**src/rtl/rvfi_gen_pkg.sv**
```systemverilog
// Shared types and constants for the synthetic RVFI register-trace generator.
//   REG_IDX_W  : architectural register index width
//   ORDER_W    : rvfi_order width
//   WDATA_W    : storage width of a command's write data (largest legal XLEN);
//                narrower builds use the low XLEN bits
//   reg_cmd_t  : one abstract register-op command (rs1, rs2, rd, wdata)
package rvfi_gen_pkg;

   localparam int REG_IDX_W = 5;
   localparam int ORDER_W   = 64;
   localparam int WDATA_W   = 64;

   typedef struct packed {
      logic [REG_IDX_W-1:0] rs1;
      logic [REG_IDX_W-1:0] rs2;
      logic [REG_IDX_W-1:0] rd;
      logic [WDATA_W-1:0]   wdata;
   } reg_cmd_t;

endpackage

```
**src/rtl/rvfi_gen_fifo.sv**
```systemverilog
// Synchronous command FIFO holding reg_cmd_t entries, with a multi-entry pop
// and a peek window of the NRET oldest entries.
// Ports:
//   clock, reset   : clock, synchronous active-high reset (empties the FIFO)
//   push/push_data : write one entry (caller guarantees !full)
//   pop_n          : number of entries to drop this cycle (caller guarantees <= count)
//   count, full    : occupancy
//   peek[i]        : i-th oldest entry (only meaningful for i < count)
module rvfi_gen_fifo
   import rvfi_gen_pkg::*;
#(
   parameter int DEPTH = 4,
   parameter int NRET  = 1,
   localparam int PTR_W = $clog2(DEPTH),
   localparam int CNT_W = PTR_W + 1,
   localparam int NW    = $clog2(NRET + 1)
) (
   input  logic                   clock,
   input  logic                   reset,
   input  logic                   push,
   input  reg_cmd_t               push_data,
   input  logic [NW-1:0]          pop_n,
   output logic [CNT_W-1:0]       count,
   output logic                   full,
   output reg_cmd_t [NRET-1:0]    peek
);

   reg_cmd_t         mem_q [DEPTH];
   reg_cmd_t         mem_d [DEPTH];
   logic [PTR_W-1:0] wr_ptr_q, wr_ptr_d;
   logic [PTR_W-1:0] rd_ptr_q, rd_ptr_d;
   logic [CNT_W-1:0] count_q, count_d;

   always_comb begin
      mem_d = mem_q;
      if (push) mem_d[wr_ptr_q] = push_data;
      // Pointers are exactly PTR_W bits, so wrap modulo DEPTH is implicit.
      wr_ptr_d = wr_ptr_q + PTR_W'(push);
      rd_ptr_d = rd_ptr_q + PTR_W'(pop_n);
      count_d  = count_q + CNT_W'(push) - CNT_W'(pop_n);
   end

   always_comb begin
      for (int i = 0; i < NRET; i++) begin
         peek[i] = mem_q[rd_ptr_q + PTR_W'(i)];
      end
   end

   always_ff @(posedge clock) begin
      if (reset) begin
         wr_ptr_q <= '0;
         rd_ptr_q <= '0;
         count_q  <= '0;
      end else begin
         wr_ptr_q <= wr_ptr_d;
         rd_ptr_q <= rd_ptr_d;
         count_q  <= count_d;
      end
   end

   // Storage needs no reset: entries are only observed below count.
   always_ff @(posedge clock) begin
      mem_q <= mem_d;
   end

   assign count = count_q;
   assign full  = (count_q == CNT_W'(DEPTH));

endmodule

```
**src/rtl/rvfi_reg_trace_gen.sv**
```systemverilog
// Synthetic RVFI producer: abstract register-op commands are buffered and
// retired (up to NRET per cycle) as RVFI packets whose rs1/rs2 read data come
// from an internal shadow register file, so the stream is register-consistent.
// Ports:
//   clock, reset            : clock, synchronous active-high reset
//   cmd_*                   : command handshake and fields (valid/ready)
//   retire_en               : allow retirement this cycle
//   rvfi_*                  : registered RVFI packet, NRET channels, channel 0 oldest
//   fault_inject            : only when RVFI_REG_TRACE_FAULT_EN is defined; flips
//                             bit 0 of channel 0 rs1_rdata in a retiring cycle
module rvfi_reg_trace_gen
   import rvfi_gen_pkg::*;
#(
   parameter int XLEN       = 32,
   parameter int NRET       = 1,
   parameter int FIFO_DEPTH = 4
) (
   input  logic                      clock,
   input  logic                      reset,
`ifdef RVFI_REG_TRACE_FAULT_EN
   input  logic                      fault_inject,
`endif
   input  logic                      cmd_valid,
   output logic                      cmd_ready,
   input  logic [4:0]                cmd_rs1,
   input  logic [4:0]                cmd_rs2,
   input  logic [4:0]                cmd_rd,
   input  logic [XLEN-1:0]           cmd_wdata,
   input  logic                      retire_en,
   output logic [NRET-1:0]           rvfi_valid,
   output logic [NRET*64-1:0]        rvfi_order,
   output logic [NRET*5-1:0]         rvfi_rs1_addr,
   output logic [NRET*5-1:0]         rvfi_rs2_addr,
   output logic [NRET*5-1:0]         rvfi_rd_addr,
   output logic [NRET*XLEN-1:0]      rvfi_rs1_rdata,
   output logic [NRET*XLEN-1:0]      rvfi_rs2_rdata,
   output logic [NRET*XLEN-1:0]      rvfi_rd_wdata
);

   localparam int CNT_W = $clog2(FIFO_DEPTH) + 1;
   localparam int NW    = $clog2(NRET + 1);

   reg_cmd_t             push_cmd;
   reg_cmd_t [NRET-1:0]  peek;
   logic [CNT_W-1:0]     count;
   logic                 full;
   logic                 push;
   logic [NW-1:0]        n;

   logic [XLEN-1:0]      regs_q [32];
   logic [XLEN-1:0]      regs_d [32];
   logic [ORDER_W-1:0]   order_base_q, order_base_d;

   logic [NRET-1:0]                 valid_q, valid_d;
   logic [NRET-1:0][ORDER_W-1:0]    order_q, order_d;
   logic [NRET-1:0][REG_IDX_W-1:0]  rs1_addr_q, rs1_addr_d;
   logic [NRET-1:0][REG_IDX_W-1:0]  rs2_addr_q, rs2_addr_d;
   logic [NRET-1:0][REG_IDX_W-1:0]  rd_addr_q, rd_addr_d;
   logic [NRET-1:0][XLEN-1:0]       rs1_rdata_q, rs1_rdata_d;
   logic [NRET-1:0][XLEN-1:0]       rs2_rdata_q, rs2_rdata_d;
   logic [NRET-1:0][XLEN-1:0]       rd_wdata_q, rd_wdata_d;

   // Held off during reset so a command offered then is never silently lost.
   assign cmd_ready = !full && !reset;
   assign push      = cmd_valid && cmd_ready;

   always_comb begin
      push_cmd                = '0;
      push_cmd.rs1            = cmd_rs1;
      push_cmd.rs2            = cmd_rs2;
      push_cmd.rd             = cmd_rd;
      push_cmd.wdata[XLEN-1:0] = cmd_wdata;
   end

   always_comb begin
      n = '0;
      if (retire_en) begin
         if (32'(count) >= NRET) n = NW'(NRET);
         else                    n = NW'(count);
      end
   end

   rvfi_gen_fifo #(
      .DEPTH (FIFO_DEPTH),
      .NRET  (NRET)
   ) u_fifo (
      .clock     (clock),
      .reset     (reset),
      .push      (push),
      .push_data (push_cmd),
      .pop_n     (n),
      .count     (count),
      .full      (full),
      .peek      (peek)
   );

   // Channels are walked oldest first against a running copy of the shadow
   // file: a read sees the writes of all lower channels (highest one last),
   // and a channel's own write lands only after its reads.
   always_comb begin
      reg_cmd_t        c;
      logic [XLEN-1:0] wd;
      c            = '0;
      wd           = '0;
      regs_d       = regs_q;
      order_base_d = order_base_q + ORDER_W'(n);
      valid_d      = '0;
      order_d      = '0;
      rs1_addr_d   = '0;
      rs2_addr_d   = '0;
      rd_addr_d    = '0;
      rs1_rdata_d  = '0;
      rs2_rdata_d  = '0;
      rd_wdata_d   = '0;
      for (int i = 0; i < NRET; i++) begin
         if (i < int'(n)) begin
            c              = peek[i];
            wd             = c.wdata[XLEN-1:0];
            valid_d[i]     = 1'b1;
            order_d[i]     = order_base_q + ORDER_W'(i);
            rs1_addr_d[i]  = c.rs1;
            rs2_addr_d[i]  = c.rs2;
            rd_addr_d[i]   = c.rd;
            rs1_rdata_d[i] = (c.rs1 == '0) ? '0 : regs_d[c.rs1];
            rs2_rdata_d[i] = (c.rs2 == '0) ? '0 : regs_d[c.rs2];
            if (c.rd != '0) begin
               rd_wdata_d[i]  = wd;
               regs_d[c.rd]   = wd;
            end
         end
      end
`ifdef RVFI_REG_TRACE_FAULT_EN
      if (fault_inject && (n != '0)) rs1_rdata_d[0][0] = ~rs1_rdata_d[0][0];
`endif
   end

   always_ff @(posedge clock) begin
      if (reset) begin
         for (int r = 0; r < 32; r++) regs_q[r] <= '0;
         order_base_q <= '0;
         valid_q      <= '0;
         order_q      <= '0;
         rs1_addr_q   <= '0;
         rs2_addr_q   <= '0;
         rd_addr_q    <= '0;
         rs1_rdata_q  <= '0;
         rs2_rdata_q  <= '0;
         rd_wdata_q   <= '0;
      end else begin
         regs_q       <= regs_d;
         order_base_q <= order_base_d;
         valid_q      <= valid_d;
         order_q      <= order_d;
         rs1_addr_q   <= rs1_addr_d;
         rs2_addr_q   <= rs2_addr_d;
         rd_addr_q    <= rd_addr_d;
         rs1_rdata_q  <= rs1_rdata_d;
         rs2_rdata_q  <= rs2_rdata_d;
         rd_wdata_q   <= rd_wdata_d;
      end
   end

   // Upper wdata storage bits are dead when XLEN is narrower than WDATA_W.
   logic unused_peek;
   assign unused_peek = ^peek;

   assign rvfi_valid     = valid_q;
   assign rvfi_order     = order_q;
   assign rvfi_rs1_addr  = rs1_addr_q;
   assign rvfi_rs2_addr  = rs2_addr_q;
   assign rvfi_rd_addr   = rd_addr_q;
   assign rvfi_rs1_rdata = rs1_rdata_q;
   assign rvfi_rs2_rdata = rs2_rdata_q;
   assign rvfi_rd_wdata  = rd_wdata_q;

endmodule

```
**config.mk**
```make
export PLATFORM = sky130hd
export DESIGN_NAME = rvfi_reg_trace_gen
export DESIGN_NICKNAME = d
export VERILOG_FILES = /design/src/rtl/rvfi_gen_pkg.sv /design/src/rtl/rvfi_gen_fifo.sv /design/src/rtl/rvfi_reg_trace_gen.sv
export SDC_FILE = /design/constraint.sdc
export NUM_CORES = 2
export LEC_CHECK = 0
export ABC_AREA = 1
export CORE_MARGIN = 4
export CORE_UTILIZATION = 30
export DETAILED_ROUTE_END_ITERATION = 8
export GPL_ROUTABILITY_DRIVEN = 0
export SYNTH_ARGS = -nofsm -noshare
export SYNTH_HDL_FRONTEND = slang
export SYNTH_SLANG_ARGS = --single-unit
```
**constraint.sdc**
```tcl
create_clock -name clock -period 4.3 [get_ports clock]
set_input_delay 0.43 -clock clock [delete_from_list [all_inputs] [get_ports clock]]
set_output_delay 0.43 -clock clock [all_outputs]
set_load 0.005 [all_outputs]
```
==> flow_summary.json <==
{
  "status": "finished, final reports clean",
  "cp.arrival_ps": 3990,
  "min_period_over_period": 0.7904,
  "wl_per_cell_um": 21.88,
  "place_ws_ps": 607.1,
  "vias": 67173,
  "p_leak_nw": 28.72,
  "layout_setup_ws_ps": 901.5,
  "antenna_found_initial": 12,
  "hold_buffers": 0,
  "drt_iter0_drc": 8711,
  "rsz0062_at_grt": "no",
  "synth_cell_types": 44,
  "drt_first_pass_iters": 8,
  "startpoint_type": "flop",
  "slew_headroom": 0.1130,
  "avgSynthCellArea_um2": 7.265,
  "start_util": 0.3026,
  "cp_num_buf_inv": 1,
  "root_buffer": "clkbuf_16",
  "cts_buffers": 164,
  "grtUsageTotal": 0.2162,
  "synthCells": 9394,
  "drive_above_1_share": 0.06088,
  "hold_viol": 0,
  "max-cap-violations": 0,
  "post-route-drc-count": 0,
  "netlist_area_mm2": 0.06824,
  "cpMaxStageDelayCell": "nor2_1",
  "grt_pass1_wl_um": 393500,
  "clock_skew_ps": 49.88,
  "io_buffers": 227,
  "htree_levels": 4,
  "rrSetupSlack_ps": 900,
  "holdPathEnd": "order_base_q[0]",
  "drv_slew": 0,
  "synth_area_leaders": "dfxtp_1, a21oi_1, o21ai_0",
  "cts_tree": "yes",
  "fin_cells": 12244,
  "overflow": 0,
  "crit_cells": 9,
  "postCtsSetupBuffers": 0,
  "ys.flop_type": "dfxtp_1",
  "coreArea_mm2": 0.2255,
  "synth_fp_nets": 9453,
  "grt_pass1_vias": 61063,
  "r2r-start": "u_fifo.rd_ptr_q[0]",
  "setup_viol": 0,
  "ys_warn_count": 0,
  "clock_sinks": 1459,
  "ctsLongestPathBuffers": 3,
  "fillCellCount": 23599,
  "holdCritPathClass": "in -> reg",
  "ctsResizeCount": 0,
  "dp_cells": 11942,
  "synth-seq-area-share": 0.4556,
  "r2r_end": "rvfi_rd_wdata[28]",
  "reg2reg_depth": 9,
  "boundaryPins": 228,
  "die_h_um": 484.9,
  "std_cell_rows": 174,
  "ys_seq_elements": 1459,
  "syn_to_final_growth_pct": 15.15,
  "clock_latency_ps": 820,
  "cp_slowest_stage_delay_ps": 900,
  "fp.dieArea_mm2": 0.2352,
  "viasPerCell": 5.486,
  "hold_path_depth": 2,
  "yosys.area.top_type": "dfxtp_1",
  "critPathCaptureType": "flop",
  "tightest_slew_ps": 1330,
  "path_class": "reg -> reg",
  "final_cell_mix": "a21oi_1, o21ai_0, nand2_1",
  "critPathRequiredTime_ps": 4890,
  "worstHoldStart": "reset",
  "cp_max_fo": 40,
  "post-route-min-period_ps": 3399,
  "path_delay_family": "simple AND/OR/NAND/NOR gates",
  "dpl.hpwl_um": 156400,
  "power_mw": 52.61,
  "die_x_um": 484.9,
  "final_common_cell": "a21oi_1",
  "ir_drop_v": 0.0006944,
  "wl_um": 268000,
  "power_density_mw_per_mm2": 669.6,
  "crit_chain": "buf_4 -> nand2_1 -> nand3_1 -> nand2_2 -> nand3_2 -> nor2_1 -> nor2_4 -> nand2_2 -> nor2_1",
  "drtAntennaViolNets": 0,
  "synth_edf_count": 188,
  "num-nets-final": 9175,
  "grt_max_degree": 253,
  "path_clk_slew_ps": 60,
  "post-route-util": 0.3484,
  "yosys.area.top_type_share": 0.3729,
  "async_reset_ff_frac": 0,
  "max_freq_mhz": 294.2
}
-- worst register-to-register path, delay by kind of cell (launching register included) --
kind	cells	cell delay (ps)
buffers and inverters	1	370
DFF	1	340
and+or+nand+nor	8	2470
-- through the flow --
| step | cell area [um2] | hold slack (ps) | TNS [ps] |
|---|---|---|---|
| after floorplan | 68240 | 412.7 | -75600 |
| after global placement | 73090 | 436.0 | 0 |
| after detailed placement | 73090 | 441.3 | 0 |
| after CTS | 78570 | 95.01 | 0 |
| after global routing | 78570 | 146.1 | 0 |
| final | 78580 | 140.4 | 0 |
-- power breakdown --
| group | total, mW | switching [mW] | internal [mW] | leakage, nW |
|---|---|---|---|---|
| registers | 15.2 | 0.566 | 14.6 | 12.0 |
| logic | 23.1 | 17.0 | 6.10 | 14.1 |
| clock network | 14.4 | 6.09 | 8.28 | 2.69 |
-- routing by layer --
layer / GRT usage / vias up / share of wire
met1: 0.2804 / 31451 / 0.41
met3: 0.04084 / 777 / 0.095
met4: 0.1291 / 14 / 0.065
met2: 0.3340 / 3460 / 0.43
li1: - / 31471 / -
met5: 0 / - / 0.00035
-- worst max path at each step --
stage,endpoint,start
4_1_cts,order_base_q[48],u_fifo.count[1]
3_5_place_dp,order_base_q[48],retire_en
5_1_grt,order_base_q[56],u_fifo.count[1]
6_report,rvfi_rd_wdata[28],u_fifo.rd_ptr_q[0]
2_1_floorplan,u_fifo.mem_q[100],reset
3_3_place_gp,order_base_q[48],retire_en
-- cell families (layout without fill, tap and decap cells) --
logic type	Yosys count	count (layout)	share of synthesized area
compound gates	3722	3722	0.2877
xor+xnor	6	6	0.0007702
fa+ha+maj	8	8	0.001577
buf+inv	1572	1426	0.09153
flops	1459	1459	0.4556
other cells	0	4	0
simple gates	2627	2627	0.1629
-- final cells by class --
class	instances	area, um2	share of cell area
diodes	4	10.01	0.0001274
clock inverters	62	730.7	0.009299
multi-input cells	6363	31130	0.3962
inverters	714	2708	0.03446
clock buffers	236	4752	0.06047
repair buffers	414	4412	0.05614
well taps	2992	3744	0.04764
flip-flops and latches	1459	31090	0.3957
-- flip-flops by register name, indices dropped and copies added, names as in the netlist --
register and count:
u_fifo.count 3, rvfi_rs1_rdata 32, regs_q 1024, rvfi_valid 1, rvfi_rs2_rdata 32, rvfi_rs2_addr 5, rvfi_rd_wdata 32, u_fifo.wr_ptr_q 2
rvfi_order 64, order_base_q 64, u_fifo.rd_ptr_q 2, u_fifo.mem_q 188, rvfi_rd_addr 5, rvfi_rs1_addr 5
-- synth_stat cells, types with 21 or more instances --
cell / n
o21ai_1: 174
nand4_1: 28
a32oi_1: 33
nand3_1: 511
inv_1: 699
nor2_2: 21
nor3_1: 48
buf_1: 50
o211ai_1: 337
edfxtp_1: 188
dfxtp_1: 1271
o21ai_0: 1517
a21oi_1: 1651
nand2_1: 1371
clkbuf_1: 554
nor2_1: 552
buf_2: 243
nand3b_1: 29
Note: power is estimated with default switching activity, not from simulation.
